`config.mk`:
```
export PLATFORM = sky130hd
export DESIGN_NAME = sram_like_responder
export DESIGN_NICKNAME = d
export VERILOG_FILES = /design/src/rtl/sram_like_responder.sv
export SDC_FILE = /design/constraint.sdc
export NUM_CORES = 1
export LEC_CHECK = 0
export BUFFER_PORTS_ARGS = -buffer_cell sky130_fd_sc_hd__buf_2
export CORE_MARGIN = 1.5
export CORE_UTILIZATION = 49
export CTS_CLUSTER_SIZE = 25
export DETAILED_ROUTE_END_ITERATION = 8
export PLACE_DENSITY = 0.77
export SYNTH_ARGS = -nofsm -noshare
export SYNTH_HDL_FRONTEND = slang
export SYNTH_SLANG_ARGS = --single-unit
```
`constraint.sdc`:
```
create_clock -name clk -period 2.6 [get_ports clk]
set_clock_uncertainty 0.2 [all_clocks]
set_input_delay 0.26 -clock clk [delete_from_list [all_inputs] [get_ports clk]]
set_output_delay 0.26 -clock clk [all_outputs]
set_load 0.05 [all_outputs]
```
`src/rtl/sram_like_responder.sv`:
```
// Responder end of the sram-like req/addr_ok/data_ok handshake in front of a
// 1-cycle synchronous RAM, with programmable response delay and back-pressure.
module sram_like_responder #(
  parameter int OUTSTANDING = 2,
  parameter int DELAY       = 0
) (
  input  logic        clk,
  input  logic        resetn,
  input  logic        req,
  input  logic        wr,
  input  logic [1:0]  size,
  input  logic [31:0] addr,
  input  logic [31:0] wdata,
  output logic        addr_ok,
  output logic        data_ok,
  output logic [31:0] rdata,
  input  logic        req_stall,
  input  logic        resp_stall,
  output logic        ram_en,
  output logic [3:0]  ram_wen,
  output logic [31:0] ram_addr,
  output logic [31:0] ram_wdata,
  input  logic [31:0] ram_rdata
);

  localparam int PW = (OUTSTANDING > 1) ? $clog2(OUTSTANDING) : 1;
  localparam int CW = $clog2(OUTSTANDING + 1);
  localparam logic [PW-1:0] LAST     = PW'(OUTSTANDING - 1);
  localparam logic [CW-1:0] FULL     = CW'(OUTSTANDING);
  localparam logic [3:0]    CNT_INIT = 4'(DELAY);

  logic          run;
  logic [CW-1:0] inflight;
  logic [PW-1:0] wptr, rptr, cap_idx;
  logic          cap_pending;
  logic          accept;

  logic          q_wr   [OUTSTANDING];
  logic [3:0]    q_cnt  [OUTSTANDING];
  logic          q_dv   [OUTSTANDING];
  logic [31:0]   q_data [OUTSTANDING];

  function automatic logic [PW-1:0] ptr_inc(input logic [PW-1:0] p);
    return (p == LAST) ? '0 : p + 1'b1;
  endfunction

  // run holds every output at zero while reset is asserted and for the edge it is released on
  always_ff @(posedge clk or negedge resetn) begin
    if (!resetn) run <= 1'b0;
    else         run <= 1'b1;
  end

  always_comb begin
    addr_ok   = run && !req_stall && (inflight < FULL);
    accept    = req && addr_ok;
    data_ok   = run && !resp_stall && (inflight != '0) && (q_cnt[rptr] == 4'd0);
    ram_en    = accept;
    ram_addr  = run ? {addr[31:2], 2'b00} : 32'd0;
    ram_wdata = run ? wdata : 32'd0;
    ram_wen   = 4'b0000;
    if (accept && wr) begin
      case (size)
        2'd0:    ram_wen = 4'b0001 << addr[1:0];
        2'd1:    ram_wen = 4'b0011 << addr[1:0];
        default: ram_wen = 4'b1111;
      endcase
    end
    rdata = 32'd0;
    if (data_ok && !q_wr[rptr]) begin
      // head pushed last cycle has not captured yet: take the RAM output directly
      rdata = q_dv[rptr] ? q_data[rptr] : ram_rdata;
    end
  end

  always_ff @(posedge clk or negedge resetn) begin
    if (!resetn) begin
      inflight    <= '0;
      wptr        <= '0;
      rptr        <= '0;
      cap_idx     <= '0;
      cap_pending <= 1'b0;
      for (int i = 0; i < OUTSTANDING; i++) begin
        q_wr[i]   <= 1'b0;
        q_cnt[i]  <= 4'd0;
        q_dv[i]   <= 1'b0;
        q_data[i] <= 32'd0;
      end
    end else begin
      for (int i = 0; i < OUTSTANDING; i++) begin
        if (q_cnt[i] != 4'd0) q_cnt[i] <= q_cnt[i] - 4'd1;
      end
      cap_pending <= accept;
      cap_idx     <= wptr;
      if (cap_pending) begin
        q_dv[cap_idx]   <= 1'b1;
        q_data[cap_idx] <= q_wr[cap_idx] ? 32'd0 : ram_rdata;
      end
      if (accept) begin
        q_wr[wptr]   <= wr;
        q_cnt[wptr]  <= CNT_INIT;
        q_dv[wptr]   <= 1'b0;
        q_data[wptr] <= 32'd0;
        wptr         <= ptr_inc(wptr);
      end
      if (data_ok) rptr <= ptr_inc(rptr);
      case ({accept, data_ok})
        2'b10:   inflight <= inflight + CW'(1);
        2'b01:   inflight <= inflight - CW'(1);
        default: inflight <= inflight;
      endcase
    end
  end

endmodule

```
# After elaboration in Yosys (flattened, before gate mapping)
# Index checks and enable logic that the tools add are counted.
[word_totals] out_inout_bits=103 ramBits=0 latch_bits=0 word_cells=104 romBits=0 regBits=83 n_memories=0
[op_classes] div=0 n_shift=2 n_mul=0 n_lt_le_gt_ge=6 eq_ne=3 reduce_logical=19 mux=44 n_bitwise=10 add_sub_neg=6
[op_table] cell="$mux W32" count=10
[op_table] cell="$mux W64" count=2
[op_table] cell="$and A64 B64 Y64" count=1
[op_table] cell="$bwmux W64" count=1
[op_table] cell="$demux W32 S1" count=2
[op_table] cell="$not A64 Y64" count=1
[op_table] cell="$mux W4" count=7
[op_table] cell="$mux W1" count=13
[op_table] cell="$logic_and A1 B1 Y1" count=10
[op_table] cell="$and A8 B8 Y8" count=1
[op_table] cell="$mux W8" count=1
[op_table] cell="$not A8 Y8" count=1
[op_table] cell="$pmux W4 S2" count=1
[op_table] cell="$reduce_bool A4 Y1" count=2
[op_table] cell="$sub A4 B1 Y4 const B" count=2
[op_table] cell="$ge A2 B2 Y1 const B" count=3
[op_table] cell="$not A1 Y2" count=3
[op_table] cell="$demux W4 S1" count=1
[op_table] cell="$eq A2 B1 Y1 const B" count=2
[op_table] cell="$logic_not A4 Y1" count=1
[op_table] cell="$lt A2 B1 Y1 const B" count=2
[op_table] cell="$mux W2" count=2
[op_table] cell="$pmux W2 S2" count=1
[op_table] cell="$reduce_bool A2 Y1" count=2
[op_table] cell="other kinds (14)" count=18

# Longest topological paths before layout
[depth] ltp_word=9 depth_mapped=9

# Worst setup path after synthesis
# No wires, ideal clock.
[synth_path] path_type="register -> register" startpoint="register q_cnt[0] in the netlist's numbering" endpoint="register inflight[1]" stages_incl_launch_ff=8 path_slack_ns=-0.167 setup_ns=0.079 required_ns=2.321 path_buffers=1 arrival_ns=2.488 cell_sequence="dfrtp_1 > nor3_2 > nand3b_2 > buf_6 > a21oi_1 > ha_1 > nor2_1 > xor2_1"
[synth_via] elab_chain_len=7 word_cells_on_any_way=9 cone_classes="2 x eq/ne; 4 x mux; 3 x reduce/logical"
[synth_rtl] item="start, declared" line_no="39" source="logic [3:0] q_cnt [OUTSTANDING];"
[synth_rtl] item="start signal, assigned by index" line_no="84" source="q_cnt[i] <= 4'd0;"
[synth_rtl] item="start signal, assigned by index" line_no="100" source="q_cnt[wptr] <= CNT_INIT;"
[synth_rtl] item="$mux W4 (not written as such) * (3 in series)" line_no="56" source="data_ok = run && !resp_stall && (inflight != '0) && (q_cnt[rptr] == 4'd0);"
[synth_rtl] item="$logic_not A4 Y1 *" line_no="56"
[synth_rtl] item="$logic_and A1 B1 Y1 *" line_no="56"
[synth_rtl] item="via data_ok" line_no="15" source="output logic data_ok,"
[synth_rtl] item="$eq A2 B1 Y1 / $eq A2 B2 Y1 (equally long branches)" line_no="106" source="case ({accept, data_ok})"
[synth_rtl] item="$pmux W2 S2 / $reduce_bool A2 Y1 (equally long branches)"
[synth_rtl] item="end signal, assigned" line_no="107" source="2'b10: inflight <= inflight + CW'(1);"
[synth_rtl] item="end signal, assigned" line_no="108" source="2'b01: inflight <= inflight - CW'(1);"
[synth_rtl] item="end signal, assigned" line_no="109" source="default: inflight <= inflight;"
[synth_rtl] item="end, declared" line_no="33" source="logic [CW-1:0] inflight;"
# The timed path passes the listed nets; every way through them passes the cells marked *. The select of a mux whose other input is x is not followed.
# A chain may end at the register's enable or synchronous reset.

# Worst setup path after layout
[layout_path] startpoint="register rptr" endpoint="output port rdata[8]"
[layout_via] elab_chain_len=8 word_cells_on_any_way=19 cone_classes="14 x mux; 1 x bitwise; 4 x reduce/logical"
[layout_rtl] item="start, declared" line_no="34" source="logic [PW-1:0] wptr, rptr, cap_idx;"
[layout_rtl] item="start signal, assigned" line_no="105" source="if (data_ok) rptr <= ptr_inc(rptr);"
[layout_rtl] item="$not A1 Y2 (not written as such) *" line_no="56, 69, 71"
[layout_rtl] item="$mux W4 (not written as such) (3 in series)" line_no="56"
[layout_rtl] item="$logic_not A4 Y1" line_no="56"
[layout_rtl] item="$logic_and A1 B1 Y1" line_no="56"
[layout_rtl] item="$logic_and A1 B1 Y1" line_no="69" source="if (data_ok && !q_wr[rptr]) begin"
[layout_rtl] item="$mux W32 *" line_no="69"
[layout_rtl] item="end, declared" line_no="16" source="output logic [31:0] rdata,"
# Mark *: on every way between the ends. The rest lies on a longest branch, timed or not. The select of a mux whose other input is x is not followed.

==> results_dict.tcl <==
set metrics [dict create \
    min_period_ns 2.50 \
    cts_max_path_buffers 2 \
    setup.worst_path.class "reg2out" \
    period_utilisation_layout_pct 96.3 \
    power_density_nw_per_um2 970 \
    cap_viol_max_count 0 \
    tightestPinTransition_ns 0.777 \
    drive_gt1_share_pct 34.4 \
    nets 896 \
    clock_sink_count 83 \
    most-common-layout-cells "sky130_fd_sc_hd__buf_2, sky130_fd_sc_hd__dfrtp_1, sky130_fd_sc_hd__a21oi_1, sky130_fd_sc_hd__and2_1, sky130_fd_sc_hd__nor2_1" \
    maximum_number_of_pins_on_one_net_before_global_route_repair 64 \
    worst_hold_path_type "in2reg" \
    clock_tree_from_tritoncts "done" \
    grt_pass1_vias 5454 \
    setup_tns_ns 0 \
    die_h_um 106 \
    placement_rows 37 \
    floorplan.core_area_um2 10300 \
    drcViolationCount 0 \
    setup-violations-final 0 \
    synthesis.instances 577 \
    synthFlopType "sky130_fd_sc_hd__dfrtp_1" \
    fin_area_um2 6900 \
    crit_arrival_ns 2.04 \
    synth.lib_cells_used.distinct 41 \
    floorplan.io_pins 207 \
    postSynthAreaPerCell_um2 9.03 \
    synth-async-reset-ratio_pct 100 \
    ir_drop_v 0.000467 \
    dr_total_vias 5386 \
    power.static_leakage_nw 3.24 \
    floorplan.die_area_um2 11300 \
    layout_commonest_cell "sky130_fd_sc_hd__buf_2" \
    grt_antenna_before_repair 2 \
    globalRouteOverflowTotal 0 \
    run_status "complete, no violations" \
    timing.max_slew.rel_slack_pct 48.2 \
    post_synth_instance_area_um2 5210 \
    avgRoutedWirePerCell_um 17.6 \
    post-route-util_pct 66.8 \
    via_per_inst 5.78 \
    htree_levels 3 \
    placed_cells 880 \
    ant_nets 0 \
    total_power_mw 6.69 \
    timing.final.hold_violations 0 \
    wirelength_mm 16.4 \
    yosys_warnings 0 \
    clk_root_buffer_cell "sky130_fd_sc_hd__clkbuf_8" \
    initialDrtViolationCount 445 \
    global_route.usage.total_pct 29.9 \
    drv_slew 0 \
    post_cts.repair.setup_buffers 0 \
    crit_path_start_kind "register" \
    detailedPlacementHpwl_mm 11.6 \
    count_of_state_elements_after_synthesis 83 \
    cp.required_ns 2.14 \
    seq_area_frac_synth_pct 39.9 \
    clk_pin_slew_worst_paths_ns 0.08 \
    gp_congestion 0.945 \
    critical_path.max_fanout 16 \
    clock_insertion_delay_worst_skew_ns 0.36 \
    tritoncts.num_buffers 9 \
    clock.fmax_mhz 399 \
    io_buffers 204 \
    areaGrowthSynthToFinish_pct 32.4 \
    cp-end-kind "output port" \
    final_cell_count_no_fill 932 \
    detailed_place.area_um2 6280 \
    grt_first_pass_wirelength_mm 26.5 \
    start_util_pct 50.4 \
    die_x_um 106 \
    synth_enable_flop_cells 0 \
    first_pass_iters 5 \
]
-- registers in the layout, summed over array words and instances, names as in the netlist --
register / count
cap_idx: 1
q_cnt: 8
q_data: 64
run: 1
wptr: 1
q_dv: 2
inflight: 2
rptr: 1
cap_pending: 1
q_wr: 2
-- power by group --
| group | switching (mW) | internal [mW] |
|---|---|---|
| combinational | 1.98 | 1.31 |
| clock | 0.526 | 0.459 |
| sequential | 0.485 | 1.93 |
| total | 2.99 | 3.70 |
-- cell type report --
| type | instances | area [um2] |
|---|---|---|
| Antenna cell | 2 | 5.00 |
| Clock buffer | 9 | 124 |
| Clock inverter | 7 | 81.3 |
| Fill cell | 873 | 3430 |
| Inverter | 7 | 26.3 |
| Multi-Input combinational cell | 423 | 2750 |
| Sequential cell | 83 | 2080 |
| Tap cell | 136 | 170 |
| Timing Repair Buffer | 265 | 1660 |
-- synth_stat cells, types with 2 or more instances --
library cell,number,area [um2]
sky130_fd_sc_hd__a211oi_1,33,248
sky130_fd_sc_hd__a21oi_1,71,355
sky130_fd_sc_hd__and2_1,63,394
sky130_fd_sc_hd__buf_2,18,90.1
sky130_fd_sc_hd__buf_4,3,22.5
sky130_fd_sc_hd__buf_6,11,124
sky130_fd_sc_hd__buf_8,4,60.1
sky130_fd_sc_hd__clkbuf_1,26,97.6
sky130_fd_sc_hd__clkbuf_2,2,10.0
sky130_fd_sc_hd__conb_1,2,7.51
sky130_fd_sc_hd__dfrtp_1,83,2080
sky130_fd_sc_hd__ha_1,3,37.5
sky130_fd_sc_hd__inv_1,7,26.3
sky130_fd_sc_hd__mux2_2,4,45.0
sky130_fd_sc_hd__mux2i_1,3,30.0
sky130_fd_sc_hd__nand2_1,37,139
sky130_fd_sc_hd__nand2b_1,4,25.0
sky130_fd_sc_hd__nand3_1,32,160
sky130_fd_sc_hd__nand3b_1,34,255
sky130_fd_sc_hd__nor2_1,47,176
sky130_fd_sc_hd__nor3_2,2,20.0
sky130_fd_sc_hd__nor4bb_1,33,330
sky130_fd_sc_hd__o221ai_1,32,280
sky130_fd_sc_hd__or3b_2,2,17.5
sky130_fd_sc_hd__xnor2_1,4,35.0
sky130_fd_sc_hd__xor2_1,2,17.5
-- routing by layer --
metal	up-vias	GRT usage [%]	part of all wire, %
li1	2497	-	-
met1	2553	34.6	38
met2	302	52.6	52
met3	34	5.15	7.3
met4	0	16.2	2.7
met5	-	0	0
-- critical path, cell delays in order (launching register included) --
cell and delay (ns):
sky130_fd_sc_hd__dfrtp_2 0.45, sky130_fd_sc_hd__mux2_2 0.34, sky130_fd_sc_hd__buf_4 0.25, sky130_fd_sc_hd__o221ai_1 0.15, sky130_fd_sc_hd__a211oi_1 0.20, sky130_fd_sc_hd__clkbuf_4 0.28
-- stage by stage --
stage               worst slack [ns]  hold slack, ns
floorplan                    -0.0736          -0.236
global placement               0.313          0.0685
detailed placement             0.360          0.0810
CTS                           0.0445          0.0464
global route                -0.00777          0.0603
finish                        0.0958          0.0519
-- cell families (layout without fill, tap and decap cells) --
| logic type | count (synthesis) | in the layout | synth area share, % |
|---|---|---|---|
| other | 2 | 5 | 0.144 |
| adder cells (fa/ha/maj) | 3 | 3 | 0.721 |
| buffers and inverters | 72 | 288 | 8.34 |
| XOR/XNOR | 6 | 6 | 1.01 |
| AO/OA/AOI/OAI | 141 | 141 | 17.8 |
| flip-flops | 83 | 83 | 39.9 |
| AND/OR/NAND/NOR | 262 | 262 | 30.4 |
| multiplexers | 8 | 8 | 1.71 |
-- final timing paths --
check                      cells after the start     endpoint        start  slack, ns
max                                            5     rdata[8]         rptr        0.1
min                                            3  cap_pending    req_stall       0.05
max reg2reg                                    4      q_wr[1]  inflight[1]       0.42
min reg2reg                                    0      cap_idx         wptr       0.26
max in group asynchronous                      3         rptr       resetn       1.35
min in group asynchronous                      2   q_data[41]       resetn       0.20
-- repair_timing --
item                                    4_1_cts  5_1_grt
endpoints found under the setup margin        1       17
hold buffers                                 34        0
resized for setup                             2       31
endpoints found under the hold margin        74        0
(Power assumes the default switching activity.)
